<file path="config.mk">
export PLATFORM = sky130hd
export DESIGN_NAME = fx_multichannel_distortion
export DESIGN_NICKNAME = d
export VERILOG_FILES = /design/src/rtl/fx_pkg.sv /design/src/rtl/fx_sync_fifo.sv /design/src/rtl/fx_multichannel_distortion.sv
export SDC_FILE = /design/constraint.sdc
export NUM_CORES = 2
export LEC_CHECK = 0
export ABC_CLOCK_PERIOD_IN_PS = 10200
export BUFFER_PORTS_ARGS = -buffer_cell sky130_fd_sc_hd__buf_4
export CAP_MARGIN = 20
export CORE_AREA = 2 2 323 325
export DETAILED_ROUTE_END_ITERATION = 10
export DIE_AREA = 0 0 325 327
export GPL_ROUTABILITY_DRIVEN = 0
export HOLD_SLACK_MARGIN = 0.08
export PLACE_DENSITY = 0.72
export SYNTH_ARGS = -nofsm -noshare
export SYNTH_HDL_FRONTEND = slang
export SYNTH_SLANG_ARGS = --single-unit
</file>
<file path="constraint.sdc">
create_clock -name clk_500 -period 10.2 [get_ports clk_500]
set_clock_uncertainty 0.1 [all_clocks]
set_input_delay 0 -clock clk_500 [delete_from_list [all_inputs] [get_ports clk_500]]
set_output_delay 0 -clock clk_500 [all_outputs]
set_load 0.03 [all_outputs]
</file>
<file path="src/rtl/fx_pkg.sv">
// Shared constants for the multichannel distortion engine.
// Contents: Avalon word addresses, STATUS bit positions, a unity-gain helper.
// Used by fx_multichannel_distortion.
package fx_pkg;

    localparam logic [4:0] ADDR_STATUS    = 5'h00;
    localparam logic [4:0] ADDR_CTRL      = 5'h01;
    localparam logic [4:0] ADDR_INPUT     = 5'h02;
    localparam logic [4:0] ADDR_OUTPUT    = 5'h03;
    localparam logic [4:0] ADDR_LEVEL     = 5'h04;
    localparam logic [4:0] ADDR_CH_BASE   = 5'h08;
    localparam logic [4:0] ADDR_CLIP_BASE = 5'h18;

    localparam int ST_IN_EMPTY  = 0;
    localparam int ST_IN_FULL   = 1;
    localparam int ST_OUT_EMPTY = 2;
    localparam int ST_OUT_FULL  = 3;
    localparam int ST_OVERFLOW  = 4;
    localparam int ST_UNDERFLOW = 5;

    // Fixed-point 1.0 for a gain with 'frac' fraction bits.
    function automatic logic [31:0] unity_gain(input int frac);
        return 32'd1 << frac;
    endfunction

endpackage

</file>
<file path="src/rtl/fx_sync_fifo.sv">
// Single-clock FIFO with show-ahead output (q is the head entry whenever !empty).
// Ports: clk_500, reset (sync, active-high), push/din, pop, q, full, empty, level.
// Push while full and pop while empty are ignored; simultaneous push/pop keeps level.
module fx_sync_fifo #(
    parameter int WIDTH = 8,
    parameter int DEPTH = 16
) (
    input  logic                   clk_500,
    input  logic                   reset,
    input  logic                   push,
    input  logic [WIDTH-1:0]       din,
    input  logic                   pop,
    output logic [WIDTH-1:0]       q,
    output logic                   full,
    output logic                   empty,
    output logic [$clog2(DEPTH):0] level
);
    localparam int AW = $clog2(DEPTH);

    logic [WIDTH-1:0] mem [DEPTH];
    logic [AW-1:0]    wr_ptr;
    logic [AW-1:0]    rd_ptr;
    logic [AW:0]      count;
    logic             do_push;
    logic             do_pop;

    assign do_push = push && !full;
    assign do_pop  = pop && !empty;

    always_ff @(posedge clk_500) begin
        if (reset) begin
            wr_ptr <= '0;
            rd_ptr <= '0;
            count  <= '0;
        end else begin
            if (do_push) wr_ptr <= wr_ptr + 1'b1;
            if (do_pop)  rd_ptr <= rd_ptr + 1'b1;
            case ({do_push, do_pop})
                2'b10:   count <= count + 1'b1;
                2'b01:   count <= count - 1'b1;
                default: count <= count;
            endcase
        end
    end

    always_ff @(posedge clk_500) begin
        if (do_push) mem[wr_ptr] <= din;
    end

    assign q     = mem[rd_ptr];
    assign full  = (count == (AW+1)'(DEPTH));
    assign empty = (count == '0);
    assign level = count;

endmodule

</file>
<file path="src/rtl/fx_multichannel_distortion.sv">
// Avalon-MM multichannel distortion engine. Host pushes tagged samples into an
// input FIFO; a 3-stage pipeline (pop / gain multiply / symmetric clip) moves
// them to an output FIFO that the host drains through the OUTPUT register.
// Ports: clk_500, reset (sync, active-high), avl_address/read/write/writedata,
//        avl_readdata/readdatavalid (1-cycle read latency), irq (level).
// Build option: define CLIP_COUNT_EN for per-channel saturating clip counters
// at 0x18+ch; otherwise those addresses read 0 and ignore writes.
module fx_multichannel_distortion
    import fx_pkg::*;
#(
    parameter int NUM_CH    = 4,
    parameter int DATA_W    = 24,
    parameter int GAIN_W    = 16,
    parameter int GAIN_FRAC = 8,
    parameter int IN_DEPTH  = 16,
    parameter int OUT_DEPTH = 16,
    parameter int IRQ_LEVEL = 8
) (
    input  logic        clk_500,
    input  logic        reset,
    input  logic [4:0]  avl_address,
    input  logic        avl_read,
    input  logic        avl_write,
    input  logic [31:0] avl_writedata,
    output logic [31:0] avl_readdata,
    output logic        avl_readdatavalid,
    output logic        irq
);
    localparam int CH_W   = (NUM_CH > 1) ? $clog2(NUM_CH) : 1;
    localparam int CHW1   = CH_W + 1;
    localparam int FW     = DATA_W + CH_W;
    localparam int PW     = DATA_W + GAIN_W + 1;
    localparam int IN_LW  = $clog2(IN_DEPTH) + 1;
    localparam int OUT_LW = $clog2(OUT_DEPTH) + 1;
    localparam int SW     = OUT_LW + 1;
    localparam logic [DATA_W-1:0] THR_MAX  = {1'b0, {(DATA_W-1){1'b1}}};
    localparam logic [GAIN_W-1:0] GAIN_ONE = GAIN_W'(unity_gain(GAIN_FRAC));

    // register file
    logic              ctrl_enable;
    logic              ctrl_irq_en;
    logic [NUM_CH-1:0] ctrl_bypass;
    logic [GAIN_W-1:0] gain_q   [NUM_CH];
    logic [DATA_W-1:0] thresh_q [NUM_CH];
    logic              sticky_ovf;
    logic              sticky_unf;

    // FIFO interfaces
    logic              in_push, in_pop, in_full, in_empty;
    logic [FW-1:0]     in_q;
    logic [IN_LW-1:0]  in_level;
    logic              out_push, out_pop, out_full, out_empty;
    logic [FW-1:0]     out_din, out_q;
    logic [OUT_LW-1:0] out_level;

    // bus decode
    logic              rd_only;
    logic [4:0]        ch_off;
    logic              ch_hit;
    logic [CH_W-1:0]   ch_sel;
    logic              ovf_set, unf_set;
    logic              status_wr;
    logic [31:0]       rd_mux;
    logic              unused_wd;

    // pipeline
    logic                     s1_valid;
    logic [CH_W-1:0]          s1_ch;
    logic [DATA_W-1:0]        s1_sample;
    logic [CH_W-1:0]          p1_ch;
    logic signed [PW-1:0]     mul_a, mul_b, prod, p1_val;
    logic [DATA_W-1:0]        p1_thr;
    logic                     s2_valid;
    logic [CH_W-1:0]          s2_ch;
    logic signed [PW-1:0]     s2_val;
    logic [DATA_W-1:0]        s2_thr;
    logic                     s2_bypass;
    logic signed [PW-1:0]     thr_pos, thr_neg;
    logic                     clip_hi, clip_lo;
    logic [DATA_W-1:0]        out_sample;
    logic [1:0]               inflight;

    assign unused_wd = ^avl_writedata;

    assign rd_only = avl_read && !avl_write;
    assign ch_off  = avl_address - ADDR_CH_BASE;
    assign ch_hit  = (avl_address >= ADDR_CH_BASE) && (ch_off < 5'(2*NUM_CH));
    assign ch_sel  = ch_off[CH_W:1];

    assign in_push   = avl_write && (avl_address == ADDR_INPUT) && !in_full;
    assign ovf_set   = avl_write && (avl_address == ADDR_INPUT) && in_full;
    assign out_pop   = rd_only && (avl_address == ADDR_OUTPUT) && !out_empty;
    assign unf_set   = rd_only && (avl_address == ADDR_OUTPUT) && out_empty;
    assign status_wr = avl_write && (avl_address == ADDR_STATUS);

    fx_sync_fifo #(.WIDTH(FW), .DEPTH(IN_DEPTH)) u_in_fifo (
        .clk_500 (clk_500),
        .reset   (reset),
        .push    (in_push),
        .din     (avl_writedata[FW-1:0]),
        .pop     (in_pop),
        .q       (in_q),
        .full    (in_full),
        .empty   (in_empty),
        .level   (in_level)
    );

    fx_sync_fifo #(.WIDTH(FW), .DEPTH(OUT_DEPTH)) u_out_fifo (
        .clk_500 (clk_500),
        .reset   (reset),
        .push    (out_push),
        .din     (out_din),
        .pop     (out_pop),
        .q       (out_q),
        .full    (out_full),
        .empty   (out_empty),
        .level   (out_level)
    );

    always_ff @(posedge clk_500) begin
        if (reset) begin
            ctrl_enable <= 1'b0;
            ctrl_irq_en <= 1'b0;
            ctrl_bypass <= '0;
            for (int i = 0; i < NUM_CH; i++) begin
                gain_q[i]   <= GAIN_ONE;
                thresh_q[i] <= THR_MAX;
            end
        end else if (avl_write) begin
            if (avl_address == ADDR_CTRL) begin
                ctrl_enable <= avl_writedata[0];
                ctrl_irq_en <= avl_writedata[1];
                ctrl_bypass <= avl_writedata[8 +: NUM_CH];
            end else if (ch_hit) begin
                if (!ch_off[0]) gain_q[ch_sel]   <= avl_writedata[GAIN_W-1:0];
                else            thresh_q[ch_sel] <= avl_writedata[DATA_W-1:0];
            end
        end
    end

    // Sticky set takes priority over a same-cycle write-one-to-clear.
    always_ff @(posedge clk_500) begin
        if (reset) begin
            sticky_ovf <= 1'b0;
            sticky_unf <= 1'b0;
        end else begin
            if (ovf_set)
                sticky_ovf <= 1'b1;
            else if (status_wr && avl_writedata[ST_OVERFLOW])
                sticky_ovf <= 1'b0;
            if (unf_set)
                sticky_unf <= 1'b1;
            else if (status_wr && avl_writedata[ST_UNDERFLOW])
                sticky_unf <= 1'b0;
        end
    end

    // P0: only pop when the output FIFO is guaranteed room for everything in flight.
    assign inflight = {1'b0, s1_valid} + {1'b0, s2_valid};
    assign in_pop   = ctrl_enable && !in_empty &&
                      ((SW'(out_level) + SW'(inflight)) < SW'(OUT_DEPTH));

    always_ff @(posedge clk_500) begin
        if (reset) begin
            s1_valid  <= 1'b0;
            s1_ch     <= '0;
            s1_sample <= '0;
        end else begin
            s1_valid  <= in_pop;
            s1_ch     <= in_q[FW-1:DATA_W];
            s1_sample <= in_q[DATA_W-1:0];
        end
    end

    // P1: tags beyond NUM_CH use channel 0 settings and leave tagged as 0.
    assign p1_ch  = ({1'b0, s1_ch} < CHW1'(NUM_CH)) ? s1_ch : '0;
    assign mul_a  = PW'($signed(s1_sample));
    assign mul_b  = $signed(PW'(gain_q[p1_ch]));
    assign prod   = mul_a * mul_b;
    assign p1_val = ctrl_bypass[p1_ch] ? mul_a : (prod >>> GAIN_FRAC);
    assign p1_thr = (thresh_q[p1_ch] > THR_MAX) ? THR_MAX : thresh_q[p1_ch];

    always_ff @(posedge clk_500) begin
        if (reset) begin
            s2_valid  <= 1'b0;
            s2_ch     <= '0;
            s2_val    <= '0;
            s2_thr    <= '0;
            s2_bypass <= 1'b0;
        end else begin
            s2_valid  <= s1_valid;
            s2_ch     <= p1_ch;
            s2_val    <= p1_val;
            s2_thr    <= p1_thr;
            s2_bypass <= ctrl_bypass[p1_ch];
        end
    end

    // P2: symmetric clip, then push.
    assign thr_pos = $signed(PW'(s2_thr));
    assign thr_neg = -thr_pos;
    assign clip_hi = !s2_bypass && (s2_val > thr_pos);
    assign clip_lo = !s2_bypass && (s2_val < thr_neg);

    always_comb begin
        out_sample = s2_val[DATA_W-1:0];
        if (clip_hi)      out_sample = thr_pos[DATA_W-1:0];
        else if (clip_lo) out_sample = thr_neg[DATA_W-1:0];
    end

    assign out_push = s2_valid;
    assign out_din  = {s2_ch, out_sample};

`ifdef CLIP_COUNT_EN
    logic [4:0]      clip_off;
    logic            clip_hit;
    logic [CH_W-1:0] clip_sel;
    logic            clip_event;
    logic [15:0]     clip_cnt [NUM_CH];

    assign clip_off   = avl_address - ADDR_CLIP_BASE;
    assign clip_hit   = (avl_address >= ADDR_CLIP_BASE) && (clip_off < 5'(NUM_CH));
    assign clip_sel   = clip_off[CH_W-1:0];
    assign clip_event = s2_valid && (clip_hi || clip_lo);

    // A clearing write wins over a same-cycle increment.
    always_ff @(posedge clk_500) begin
        if (reset) begin
            for (int i = 0; i < NUM_CH; i++) clip_cnt[i] <= '0;
        end else begin
            for (int i = 0; i < NUM_CH; i++) begin
                if (avl_write && clip_hit && (clip_sel == CH_W'(i)))
                    clip_cnt[i] <= '0;
                else if (clip_event && (s2_ch == CH_W'(i)) && (clip_cnt[i] != 16'hFFFF))
                    clip_cnt[i] <= clip_cnt[i] + 16'd1;
            end
        end
    end
`endif

    always_comb begin
        rd_mux = '0;
        case (avl_address)
            ADDR_STATUS: begin
                rd_mux[ST_IN_EMPTY]  = in_empty;
                rd_mux[ST_IN_FULL]   = in_full;
                rd_mux[ST_OUT_EMPTY] = out_empty;
                rd_mux[ST_OUT_FULL]  = out_full;
                rd_mux[ST_OVERFLOW]  = sticky_ovf;
                rd_mux[ST_UNDERFLOW] = sticky_unf;
            end
            ADDR_CTRL: begin
                rd_mux[0]          = ctrl_enable;
                rd_mux[1]          = ctrl_irq_en;
                rd_mux[8 +: NUM_CH] = ctrl_bypass;
            end
            ADDR_OUTPUT: begin
                if (!out_empty)
                    rd_mux = {8'(out_q[FW-1:DATA_W]), 24'($signed(out_q[DATA_W-1:0]))};
            end
            ADDR_LEVEL: begin
                rd_mux = {16'(out_level), 16'(in_level)};
            end
            default: begin
                if (ch_hit) begin
                    if (!ch_off[0]) rd_mux = 32'(gain_q[ch_sel]);
                    else            rd_mux = 32'(thresh_q[ch_sel]);
                end
`ifdef CLIP_COUNT_EN
                else if (clip_hit) begin
                    rd_mux = 32'(clip_cnt[clip_sel]);
                end
`endif
            end
        endcase
    end

    // A read that collides with a write still completes, but returns 0.
    always_ff @(posedge clk_500) begin
        if (reset) begin
            avl_readdata      <= '0;
            avl_readdatavalid <= 1'b0;
        end else begin
            avl_readdatavalid <= avl_read;
            avl_readdata      <= rd_only ? rd_mux : 32'd0;
        end
    end

    assign irq = ctrl_irq_en && (out_level >= OUT_LW'(IRQ_LEVEL));

endmodule
</file>
==> reports/qor.yml <==
power:
  p_leak_uw: 0.0251
  comb_power_share: 0.317
  swShare: 0.323
  power_frac_seq: 0.393
  ir_drop_uv: 211
  p_sw_uw: 4610
  power_density_mw_per_mm2: 211
  power.internal_uw: 9690
  p_clk_frac: 0.290
detailed_routing:
  drc: 0
  postRouteWirelength_um: 149000
  drt_iter0_markers: 3937
  route.vias.total: 35600
  viasPerCell: 6.14
  wire_per_inst_um: 25.7
  ant_nets: 0
  dr.pass1.iters: 6
floorplanning:
  dieArea_mm2: 0.106
  fp.dieW_um: 325
  start_util: 0.595
  rows: 118
  fp.dieH_um: 327
  io_pins: 75
  design.core.area_mm2: 0.103
finish:
  final.fill_count: 7177
  post-route-util: 0.658
  seqCellArea_mm2: 0.0329
  drive_gt1_frac: 0.167
  area_growth_pct: 10.6
  final_common_cell: "edfxtp_1"
  final_cell_mix: "edfxtp_1, inv_1, fa_1"
  nets: 4918
  multi_input_area_mm2: 0.0258
synthesis:
  synthArstFlopShare: 0
  synth_cells: 4241
  synth_top_flop_cell: "edfxtp_1"
  netlist_area_mm2: 0.0612
  yosys.cell_types.count: 69
  ys_seq_elements: 1145
  synth_edf_count: 992
  ys_warn_count: 0
  ys_seq_area_frac: 0.537
  syn_area_per_cell_um2: 14.4
clocking:
  htreeDepth: 3
  clk_latency_ns: 0.69
  cts_inserted_buffers: 109
  tritoncts: "yes"
  cts_resized: 0
  root_buffer: "clkbuf_16"
  clock_sinks: 1145
  clockBufferDepth: 3
  clk_pin_slew_ns: 0.07
setup_path:
  critPathLaunchType: "register"
  critPathArrivalTime_ns: 9.16
  timing.critical_path.mode_cell: "fa_1"
  rr_worst_depth: 22
  r2r-start: "p1_ch[0]"
  crit_family: "adder cells"
  path_max_fanout: 36
  reg2reg_to: "s2_val[30]"
  endpoint_kind: "register"
  crit_path_top_delay_cell: "mux4_2"
  cp_slowest_stage_delay_ns: 0.93
  cp_num_buf_inv: 4
  crit_type: "register to register"
  critPathRequiredTime_ns: 10.65
  rrSetupSlack_ns: 1.49
  path_cells: "mux4_2, and2_1, fa_1, inv_1, fa_1, fa_1, inv_1, fa_1, fa_1, inv_1, fa_1, inv_1, ha_1, nand3_1, nor4_1, nand2b_1, a211oi_1, nor2_1, o311ai_1, o31ai_1, nor4bb_1, or3_1"
hold_path:
  hp-start: "avl_writedata[22]"
  hold_path_end: "u_in_fifo.mem[15][22]"
  hold_path_depth: 2
  min_path_type: "input port to register"
place:
  io_buffers: 62
  dp_hpwl_um: 91800
timing:
  fmax_ghz: 0.115
  final_max_slew_viol_count: 0
  period_share: 0.854
  worst-slew-pin-transition_ns: 1.24
  min_period_ns: 8.71
  finalSetupTns_ns: 0
  max_slew_margin: 0.170
  setup-violations-final: 0
  rsz0062_at_grt: "no"
  final_hold_viol_count: 0
global_route:
  antenna_found_initial: 7
  grt_util_all_layers: 0.287
  grt_max_degree: 90
  grt_pass1_vias: 36800
  grt-ovfl-total: 0
  grt_pass1_wl_um: 227000
outcome:
  status: "finished, final reports clean"
run:
  cap_violations: 0
## area by class of cell
| cell class | instances | share of cell area |
|---|---|---|
| Multi-Input combinational cell | 2364 | 0.382 |
| Clock inverter | 65 | 0.0114 |
| Sequential cell | 1145 | 0.486 |
| Tap cell | 1380 | 0.0255 |
| Clock buffer | 140 | 0.0433 |
| Inverter | 512 | 0.0284 |
| Antenna cell | 1 | 0.0000370 |
| Timing Repair Buffer | 185 | 0.0241 |
## Yosys cell counts, types with 29 or more instances
cell type	instances	area, µm²
edfxtp_1	992	29800
inv_1	512	1920
fa_1	377	7550
mux4_2	329	7410
nand2_1	329	1230
nor2_1	187	702
ha_1	183	2290
clkbuf_1	178	668
and2_1	173	1080
dfxtp_1	153	3060
a21oi_1	100	500
nand2b_1	65	407
nor2b_1	53	332
o21ai_0	53	265
and3_1	52	325
xnor2_1	47	412
nor3_1	36	180
or2_2	36	225
a21o_1	34	255
mux2i_1	32	320
or3_1	32	200
buf_1	30	113
xor2_1	29	254
## power by group through the flow
stage               combinational, µW  sequential, µW  clock, µW
floorplan                        3240            5660          0
global placement                 4370            5710          0
detailed placement               4440            5710          0
CTS                              4500            5610       4200
global route                     5110            5620       4370
finish                           4530            5620       4150
## worst max path at each step
stage	from	to	slack, ns	cells past startpoint
floorplan	p1_ch[0]	s2_val[30]	2.47	26
global placement	p1_ch[0]	s2_val[30]	1.55	22
detailed placement	p1_ch[0]	s2_val[30]	1.52	22
CTS	p1_ch[0]	s2_val[30]	1.50	23
global route	p1_ch[0]	s2_val[30]	1.03	23
finish	p1_ch[0]	s2_val[30]	1.49	22
## flip-flops by register name, indices dropped and copies added (netlist names), 2 cells and up, named ones only
name,cells
gain_q,64
p1_ch,2
u_out_fifo.level,5
ctrl_bypass,4
u_out_fifo.wr_ptr,4
s2_thr,24
u_in_fifo.mem,416
u_out_fifo.mem,416
s2_val,33
s1_sample,24
u_in_fifo.level,5
u_in_fifo.rd_ptr,4
avl_readdata,26
s2_ch,2
u_in_fifo.wr_ptr,4
thresh_q,96
u_out_fifo.rd_ptr,4
## repair_timing
action,CTS,global route
setup buffers,0,0
endpoints found under the hold margin,632,0
hold buffers,44,0
## through the flow
| step | setup slack, ns | total power, µW | cells | area (µm²) | hold slack (ns) |
|---|---|---|---|---|---|
| floorplan | 2.47 | 8900 | 4247 | 61200 | -0.00113 |
| global placement | 1.55 | 10100 | 5532 | 63400 | 0.167 |
| detailed placement | 1.52 | 10100 | 5534 | 63400 | 0.172 |
| CTS | 1.50 | 14300 | 5783 | 67500 | 0.0811 |
| global route | 1.03 | 15100 | 5792 | 67700 | 0.117 |
| finish | 1.49 | 14300 | 5792 | 67700 | 0.114 |
## per-layer routing
metal	GRT usage	vias up	routed length, µm	part of all wire
li1	-	15200	-	-
met3	0.0467	262	12700	0.085
met2	0.470	1696	72600	0.49
met4	0.0740	4	3860	0.026
met1	0.407	18400	59900	0.40
met5	0	-	31	0.00021
## cell families after synthesis
logic type	after synthesis	synth area share
AO/OA/AOI/OAI	321	0.0339
AND/OR/NAND/NOR	1035	0.0843
flip-flops	1145	0.537
other	1	0.0000613
buffers and inverters	738	0.0462
adder cells (fa/ha/maj)	560	0.161
XOR/XNOR	76	0.0109
multiplexers	365	0.127
No activity file was read; power rests on OpenSTA's default activity.
